===== src/rtl/keypad_scanner.sv =====
// 4x4 matrix keypad scanner: drives one column low at a time, debounces a
// single-key press and release, and reports the key as a 4-bit scan code.
module keypad_scanner #(
  parameter int SCAN_DIV     = 1000,
  parameter int DEBOUNCE_CNT = 4
) (
  input  logic       clk,
  input  logic       rst,
  input  logic [3:0] row,
  output logic [3:0] col,
  output logic       press,
  output logic [3:0] scan_code,
  output logic       key_held
);

  typedef enum logic [1:0] {SCAN, DEBOUNCE, EMIT, WAIT_RELEASE} state_t;

  localparam logic [15:0] DIV_LAST  = 16'(SCAN_DIV - 1);
  localparam logic [7:0]  DB_TARGET = 8'(DEBOUNCE_CNT);

  state_t      state;
  logic [3:0]  sync1;
  logic [3:0]  rs;
  logic [15:0] div_cnt;
  logic        tick;
  logic [7:0]  stab_cnt;
  logic [3:0]  cap_rs;
  logic [1:0]  r_idx;
  logic [1:0]  c_idx;

  function automatic logic one_low(input logic [3:0] v);
    logic [3:0] n;
    n = ~v;
    return (n != 4'h0) && ((n & (n - 4'd1)) == 4'h0);
  endfunction

  function automatic logic [1:0] low_index(input logic [3:0] v);
    logic [1:0] idx;
    idx = 2'd0;
    for (int i = 3; i >= 0; i--) begin
      if (!v[i]) idx = 2'(i);
    end
    return idx;
  endfunction

  function automatic logic [7:0] sat_inc(input logic [7:0] v);
    return (v == 8'hFF) ? v : v + 8'd1;
  endfunction

  function automatic logic [3:0] next_col(input logic [3:0] c);
    return {c[2:0], c[3]};
  endfunction

  function automatic logic [3:0] key_code(input logic [1:0] r, input logic [1:0] c);
    logic [3:0] code;
    case ({r, c})
      4'h0: code = 4'h1;
      4'h1: code = 4'h2;
      4'h2: code = 4'h3;
      4'h3: code = 4'hA;
      4'h4: code = 4'h4;
      4'h5: code = 4'h5;
      4'h6: code = 4'h6;
      4'h7: code = 4'hB;
      4'h8: code = 4'h7;
      4'h9: code = 4'h8;
      4'hA: code = 4'h9;
      4'hB: code = 4'hC;
      4'hC: code = 4'hE;
      4'hD: code = 4'h0;
      4'hE: code = 4'hF;
      default: code = 4'hD;
    endcase
    return code;
  endfunction

  // rows are asynchronous to clk; only the synchronized copy is ever decoded
  always_ff @(posedge clk or negedge rst) begin
    if (!rst) begin
      sync1 <= 4'hF;
      rs    <= 4'hF;
    end else begin
      sync1 <= row;
      rs    <= sync1;
    end
  end

  assign tick = (div_cnt == DIV_LAST);

  always_ff @(posedge clk or negedge rst) begin
    if (!rst) begin
      div_cnt <= 16'd0;
    end else if (tick) begin
      div_cnt <= 16'd0;
    end else begin
      div_cnt <= div_cnt + 16'd1;
    end
  end

  always_ff @(posedge clk or negedge rst) begin
    if (!rst) begin
      state     <= SCAN;
      col       <= 4'b1110;
      press     <= 1'b0;
      scan_code <= 4'h0;
      key_held  <= 1'b0;
      stab_cnt  <= 8'd0;
      cap_rs    <= 4'hF;
      r_idx     <= 2'd0;
      c_idx     <= 2'd0;
    end else begin
      press <= 1'b0;
      case (state)
        SCAN: begin
          if (tick) begin
            if (one_low(rs)) begin
              cap_rs   <= rs;
              r_idx    <= low_index(rs);
              c_idx    <= low_index(col);
              stab_cnt <= 8'd1;
              state    <= DEBOUNCE;
            end else begin
              col <= next_col(col);
            end
          end
        end
        DEBOUNCE: begin
          if (tick) begin
            if (rs == cap_rs) begin
              if (sat_inc(stab_cnt) >= DB_TARGET) begin
                press     <= 1'b1;
                scan_code <= key_code(r_idx, c_idx);
                key_held  <= 1'b1;
                stab_cnt  <= 8'd0;
                state     <= EMIT;
              end else begin
                stab_cnt <= sat_inc(stab_cnt);
              end
            end else begin
              stab_cnt <= 8'd0;
              col      <= next_col(col);
              state    <= SCAN;
            end
          end
        end
        EMIT: begin
          state <= WAIT_RELEASE;
        end
        WAIT_RELEASE: begin
          // column stays frozen so the held key keeps pulling its row low
          if (tick) begin
            if (rs == 4'hF) begin
              if (sat_inc(stab_cnt) >= DB_TARGET) begin
                key_held <= 1'b0;
                stab_cnt <= 8'd0;
                col      <= next_col(col);
                state    <= SCAN;
              end else begin
                stab_cnt <= sat_inc(stab_cnt);
              end
            end else begin
              stab_cnt <= 8'd0;
            end
          end
        end
        default: state <= SCAN;
      endcase
    end
  end

endmodule


===== config.mk =====
export PLATFORM = sky130hd
export DESIGN_NAME = keypad_scanner
export DESIGN_NICKNAME = d
export VERILOG_FILES = /design/src/rtl/keypad_scanner.sv
export SDC_FILE = /design/constraint.sdc
export NUM_CORES = 1
export LEC_CHECK = 0
export ABC_CLOCK_PERIOD_IN_PS = 5000
export CAP_MARGIN = 20
export CORE_ASPECT_RATIO = 0.7
export CORE_MARGIN = 2
export CORE_UTILIZATION = 30
export CTS_CLUSTER_DIAMETER = 120
export DETAILED_ROUTE_END_ITERATION = 7
export GPL_ROUTABILITY_DRIVEN = 0
export PLACE_DENSITY_LB_ADDON = 0.12
export SYNTH_ARGS = -nofsm -noshare
export SYNTH_HDL_FRONTEND = slang
export SYNTH_SLANG_ARGS = --single-unit

===== constraint.sdc =====
create_clock -name clk -period 5 [get_ports clk]
set_input_delay 0.75 -clock clk [delete_from_list [all_inputs] [get_ports clk]]
set_output_delay 0.75 -clock clk [all_outputs]
set_load 0.02 [all_outputs]

==> reports/results.ini, run 1 <==
[clock_tree]
cts_tree=yes
cts_setup_buffers=0
clk_latency_ns=0.29
cts_hold_buf=0
cts.repair.resized=0
path_clk_slew_ns=0.06
clk_path_buf_depth=2
cts_sinks=52
htree_levels=2
cts_root_buffer=clkbuf_16
cts_buffers=5

[global_route]
grt_pass1_wl_um=8128
grt_overflow=0
grt_max_degree=53
first_global_vias=1578
antenna_found_initial=0
grt_use_total=0.1181

[place]
place_inst=338
portBuffers=15
hpwl_um=3268
dp_slack_ns=1.982

[die]
chipHeight_um=79.84
die_area_mm2=0.008969
core_area_mm2=0.007905
start_util=0.3118
top_level_ports=16
rows=27
die_w_um=112.3

[setup_path]
cp-end-kind=flip-flop
cp_max_fo=14
worst_setup_path_start_kind=flip-flop
crit_required_ns=5.21
path_delay_family=simple AND/OR/NAND/NOR gates
critPathBufInv=0
cpMaxStageDelayCell=nor4_4
cp.arrival_ns=3.17
path_cells=ha_1, or4b_4, nor4_4, nand3_1, mux2_2
path_class=reg2reg
crit_path_max_incr_delay_ns=0.68

[yosys]
syn_nets=240
synth_ff_type=dfrtp_1
ys_warn_count=0
synth-seq-cells=52
yosysMostFrequentCell=dfrtp_1
seq_area_frac_synth=0.5355
synth.largest_area_cell=dfrtp_1
synthTopCellsByCount=37 x dfrtp_1, 22 x nand2_1, 19 x nor2_1
synth_edf_count=0
synth.area.top_cells=dfrtp_1 38%, dfstp_2 16%, xor2_1 4.3%
yosysTopAreaCellShare=0.3756
synth_area_mm2=0.002465
async_reset_ff_frac=1.000
syn_area_per_cell_um2=10.86
synth_cell_type_count=41
synthCells=227

[timing]
hold_viol=0
setup_ws_ns=2.043
slew_viol_final=0
rsz0062_at_grt=false
tns_ns=0
period_needed_ns=2.957
relSlewSlack=0.4360
worstMarginPinSlew_ns=0.8383
setup_violations=0
fmax_ghz=0.3382
fin_skew_ns=0.004376
period_share=0.5915

[routing]
drcViolationCount=0
wl_per_cell_um=13.64
routed_wl_um=4718
drtAntennaViolNets=0
dr.pass1.iters=4
vias=1632
drt_iter0_drc=119
vias_per_cell=4.717

[finish]
multi_input_area_mm2=0.001094
fin_cells=346
fillers=810
num_antenna_cells=0
seqCellArea_mm2=0.001320
syn2layout_area_growth_pct=16.35
design.final.nets=257
drive_gt1_frac=0.1673

[pwr]
vdd_drop_max_mv=0.1162
leakage_nw=1.248
pwr_density_cell_mw_per_mm2=275.9

[run]
drv_cap=0

[hold_path]
hold_path.class=reg2reg

[run_status]
status=finished clean

## metal layers
| metal | up-vias | wire, µm | global-route usage |
|---|---|---|---|
| met4 | 0 | 46 | 0.04024 |
| met5 | - | 0 | 0 |
| met3 | 5 | 148 | 0.03569 |
| met2 | 21 | 1780 | 0.1476 |
| met1 | 782 | 2742 | 0.1860 |
| li1 | 824 | - | - |
## cell usage in the layout (no fill, tap or decap), types with 8 or more instances in the layout
cell,netlist,final
dfrtp_1,37,37
nand2_1,22,22
nor2_1,19,19
o21ai_0,17,17
dfstp_2,15,15
clkdlybuf4s50_1,0,14
xor2_1,12,12
nand3_1,11,11
mux2_2,9,9
nor2b_1,8,8
## metrics by stage
stage / cell area [µm²] / util / total power [mW] / hold WS [ns]
after floorplan: 2465 / - / 0.4431 / 0.3452
after global placement: 2719 / 0.3439 / 0.4588 / 0.3466
after detailed placement: 2719 / 0.3439 / 0.4584 / 0.3472
after CTS: 2868 / 0.3628 / 0.8084 / 0.3568
after global routing: 2868 / 0.3628 / 0.8315 / 0.3608
final: 2868 / 0.3628 / 0.7911 / 0.3561
## worst paths after layout
| check | start | cells past startpoint | endpoint | slack (ns) |
|---|---|---|---|---|
| setup / recovery | div_cnt[0] | 5 | cap_rs[1] | 2.04 |
| min in group asynchronous | rst | 2 | div_cnt[15] | 0.57 |
| setup reg to reg | div_cnt[0] | 5 | cap_rs[1] | 2.04 |
| hold reg to reg | sync1[2] | 0 | rs[2] | 0.36 |
| max in group asynchronous | rst | 2 | r_idx[1] | 3.98 |
| hold / removal | sync1[2] | 0 | rs[2] | 0.36 |
## power by group
group / internal, mW / switching (mW) / total, mW
Combinational: 0.00710 / 0.0125 / 0.0196
Clock: 0.197 / 0.144 / 0.341
Sequential: 0.427 / 0.00356 / 0.431
Total: 0.631 / 0.160 / 0.791
## cell type report
class,instances,share of cell area
Timing Repair Buffer,16,0.05323
Tap cell,101,0.04407
Sequential cell,52,0.4603
Multi-Input combinational cell,162,0.3813
Clock buffer,6,0.04843
Clock inverter,2,0.003490
Inverter,7,0.009162
## state kept, by name, indices dropped and copies added (netlist names), named ones only
name,cells
c_idx,2
cap_rs,4
col,4
div_cnt,16
key_held,1
press,1
r_idx,2
rs,4
scan_code,4
stab_cnt,8
state,1
sync1,4
## cells by family (layout without fill, tap and decap cells)
logic type      count (synthesis)  count (layout)  synth area share
mux                            15              15           0.06701
flops                          52              52            0.5355
compound gates                 31              31           0.07462
buf+inv                        13              31           0.02081
simple gates                   90              90            0.1990
xor+xnor                       19              19           0.06751
fa+ha+maj                       7               7           0.03553
## worst register-to-register path, stage by stage (launching register included)
cell and delay [ns]:
dfrtp_1 0.38, ha_1 0.26, or4b_4 0.50, nor4_4 0.68, nand3_1 0.61, mux2_2 0.45
(Power assumes the default switching activity.)
==> inputs of run 2 (changes only) <==
ABC_CLOCK_PERIOD_IN_PS = 2800   (was 5000)
clock period = 2.8 ns   (was 5 ns; I/O delays follow)
==> run 2 against run 1 <==
  * Wire length decreased by 2.2%
  * Combinational power up 76%
  * First-iteration DRC count fell by 34%
  * Worst setup slack got worse by 1.7 ns
  * Global-route usage shrank 0.56 points
  * Clock power increased by 79%
  * Sequential power grew 78%
  * Fmax is 21% higher
  * Power is 79% higher
  * Largest cell class unchanged
  * Die area unchanged
  * Core utilization is 0.28 points higher
  * Clock-buffer cell count unchanged
==> reports/results.ini, run 2 (synthesis gave the netlist of run 1 again) <==
[clock_tree]
htree_levels=2  ; unchanged
path_clk_slew_ns=0.07  ; was 0.06 ns
cts_setup_buffers=0  ; unchanged
clk_latency_ns=0.29  ; about the same
cts_root_buffer=clkbuf_16  ; unchanged
clk_path_buf_depth=2  ; unchanged
cts_sinks=52  ; unchanged
cts.repair.resized=0  ; unchanged
cts_hold_buf=0  ; unchanged
cts_buffers=5  ; unchanged
cts_tree=yes  ; unchanged

[setup_path]
path_class=reg2reg  ; unchanged
cp.arrival_ns=2.62  ; was 3.17 ns
cp_max_fo=7  ; was 14
cp-end-kind=flip-flop  ; unchanged
crit_required_ns=2.97  ; was 5.21 ns
cpMaxStageDelayCell=dfstp_2  ; was nor4_4
crit_path_max_incr_delay_ns=0.59  ; was 0.68 ns
worst_setup_path_start_kind=flip-flop  ; unchanged
path_cells=xor2_1, nor4_1, o21ai_0, nor3_4, mux2_1  ; was ha_1, or4b_4, nor4_4, nand3_1, mux2_2
rrSetupSlack_ns=0.35  ; was 2.04 ns

[die]
top_level_ports=16  ; unchanged
die_w_um=112.3  ; unchanged
start_util=0.3118  ; unchanged
rows=27  ; unchanged
die_area_mm2=0.008969  ; unchanged
chipHeight_um=79.84  ; unchanged
core_area_mm2=0.007905  ; unchanged

[finish]
drive_gt1_frac=0.1774  ; was 0.1673
largest-register=div_cnt  ; unchanged
fin_cells=349  ; was 346
num_antenna_cells=0  ; unchanged
syn2layout_area_growth_pct=17.26  ; was 16.35%
final_cell_mix=37 x dfrtp_1, 22 x nand2_1, 19 x nor2_1, 17 x o21ai_0, 15 x dfstp_2  ; unchanged
mostFrequentLayoutCell=dfrtp_1  ; unchanged
design.final.nets=260  ; was 257
final_util=0.3656  ; was 0.3628
reg.largest.list=div_cnt: 16 flops, stab_cnt: 8 flops  ; unchanged
largest_reg_flops=16  ; unchanged

[timing]
slew_viol_final=0  ; unchanged
rsz0062_at_grt=false  ; unchanged
worstMarginPinSlew_ns=0.6470  ; was 0.8383 ns
fin_skew_ns=0.005790  ; was 0.004376 ns
setup_ws_ns=0.3506  ; was 2.043 ns
period_needed_ns=2.449  ; was 2.957 ns
hold_viol=0  ; unchanged
period_share=0.8748  ; was 0.5915
setup_violations=0  ; unchanged
tns_ns=0  ; unchanged
fmax_ghz=0.4083  ; was 0.3382 GHz
relSlewSlack=0.5687  ; was 0.4360

[global_route]
antenna_found_initial=0  ; unchanged
grt_pass1_wl_um=7893  ; was 8128 µm
grt_max_degree=53  ; unchanged
first_global_vias=1515  ; was 1578
grt_use_total=0.1124  ; was 0.1181
grt_overflow=0  ; unchanged

[routing]
vias=1618  ; was 1632
drt_iter0_drc=78  ; was 119
routed_wl_um=4616  ; was 4718 µm
drcViolationCount=0  ; unchanged
wl_per_cell_um=13.23  ; was 13.64 µm
dr.pass1.iters=4  ; unchanged
drtAntennaViolNets=0  ; unchanged
vias_per_cell=4.636  ; was 4.717

[place]
hpwl_um=3199  ; was 3268 µm
place_inst=341  ; was 338
portBuffers=15  ; unchanged
dp_slack_ns=0.3260  ; was 1.982 ns

[pwr]
p_comb_frac=0.024  ; was 0.025
pwr_density_cell_mw_per_mm2=489.8  ; was 275.9 mW/mm²
power_frac_clock=0.433  ; was 0.431
p_switching_mw=0.2879  ; was 0.1596 mW
p_int_mw=1.128  ; was 0.6314 mW
vdd_drop_max_mv=0.2480  ; was 0.1162 mV
p_sw_frac=0.2034  ; was 0.2018
power_frac_seq=0.543  ; was 0.544
leakage_nw=1.263  ; was 1.248 nW

[run_status]
status=finished clean  ; unchanged

[hold_path]
hold_path.class=in2async  ; was reg2reg

[run]
drv_cap=0  ; unchanged

run 2: final cells by class:
| cell class | count | area [µm²] |
|---|---|---|
| inverters | 7 | 26.28 |
| repair buffers | 19 | 175.2 |
| clock buffers | 6 | 138.9 |
| multi-input cells | 162 | 1094 |
| fillers | 796 | 5015 |
| well taps | 101 | 126.4 |
| flip-flops and latches | 52 | 1320 |
| clock inverters | 2 | 10.01 |
run 2: path summary, 6_finish.rpt:
kind / from / end / cells after the start
max: rs[1] / scan_code[0] / 5
min: rst / div_cnt[7] / 2
max reg2reg: rs[1] / scan_code[0] / 5
min reg2reg: sync1[2] / rs[2] / 0
max in group asynchronous: rst / r_idx[1] / 2
min in group clk: sync1[2] / rs[2] / 0
run 2: metal layers:
layer	up-vias	track usage	part of all wire
li1	827	-	-
met1	767	0.1804	0.59
met2	17	0.1337	0.36
met3	7	0.03569	0.034
met4	0	0.04024	0.014
met5	-	0	0
run 2: power by group through the flow:
stage	Combinational (mW)	Sequential, mW	Clock, mW
finish	0.0344	0.769	0.612
global route	0.0409	0.769	0.674
CTS	0.0366	0.769	0.639
detailed placement	0.0361	0.782	0
global placement	0.0368	0.783	0
floorplan	0.0108	0.780	0
run 2: stage by stage:
stage | power (mW) | instance area (µm²) | hold slack, ns
3_3_place_gp | 0.8194 | 2741 | 0.3579
2_1_floorplan | 0.7912 | 2465 | 0.1244
3_5_place_dp | 0.8181 | 2741 | 0.3509
5_1_grt | 1.484 | 2890 | 0.3110
6_report | 1.416 | 2890 | 0.2342
4_1_cts | 1.445 | 2890 | 0.2709
run 2: critical path, delay by kind of cell (launching register included):
family / cells / cell delay [ns]
XOR/XNOR: 1 / 0.08
multiplexers: 1 / 0.36
AND/OR/NAND/NOR: 2 / 0.92
AO/OA/AOI/OAI: 1 / 0.38
flip-flops: 1 / 0.59
==> inputs of run 3 (changes only) <==
TNS_END_PERCENT = 50   (was default)
==> results of run 3 <==
The final DEF is identical to that of run 2; final timing and power are the same.
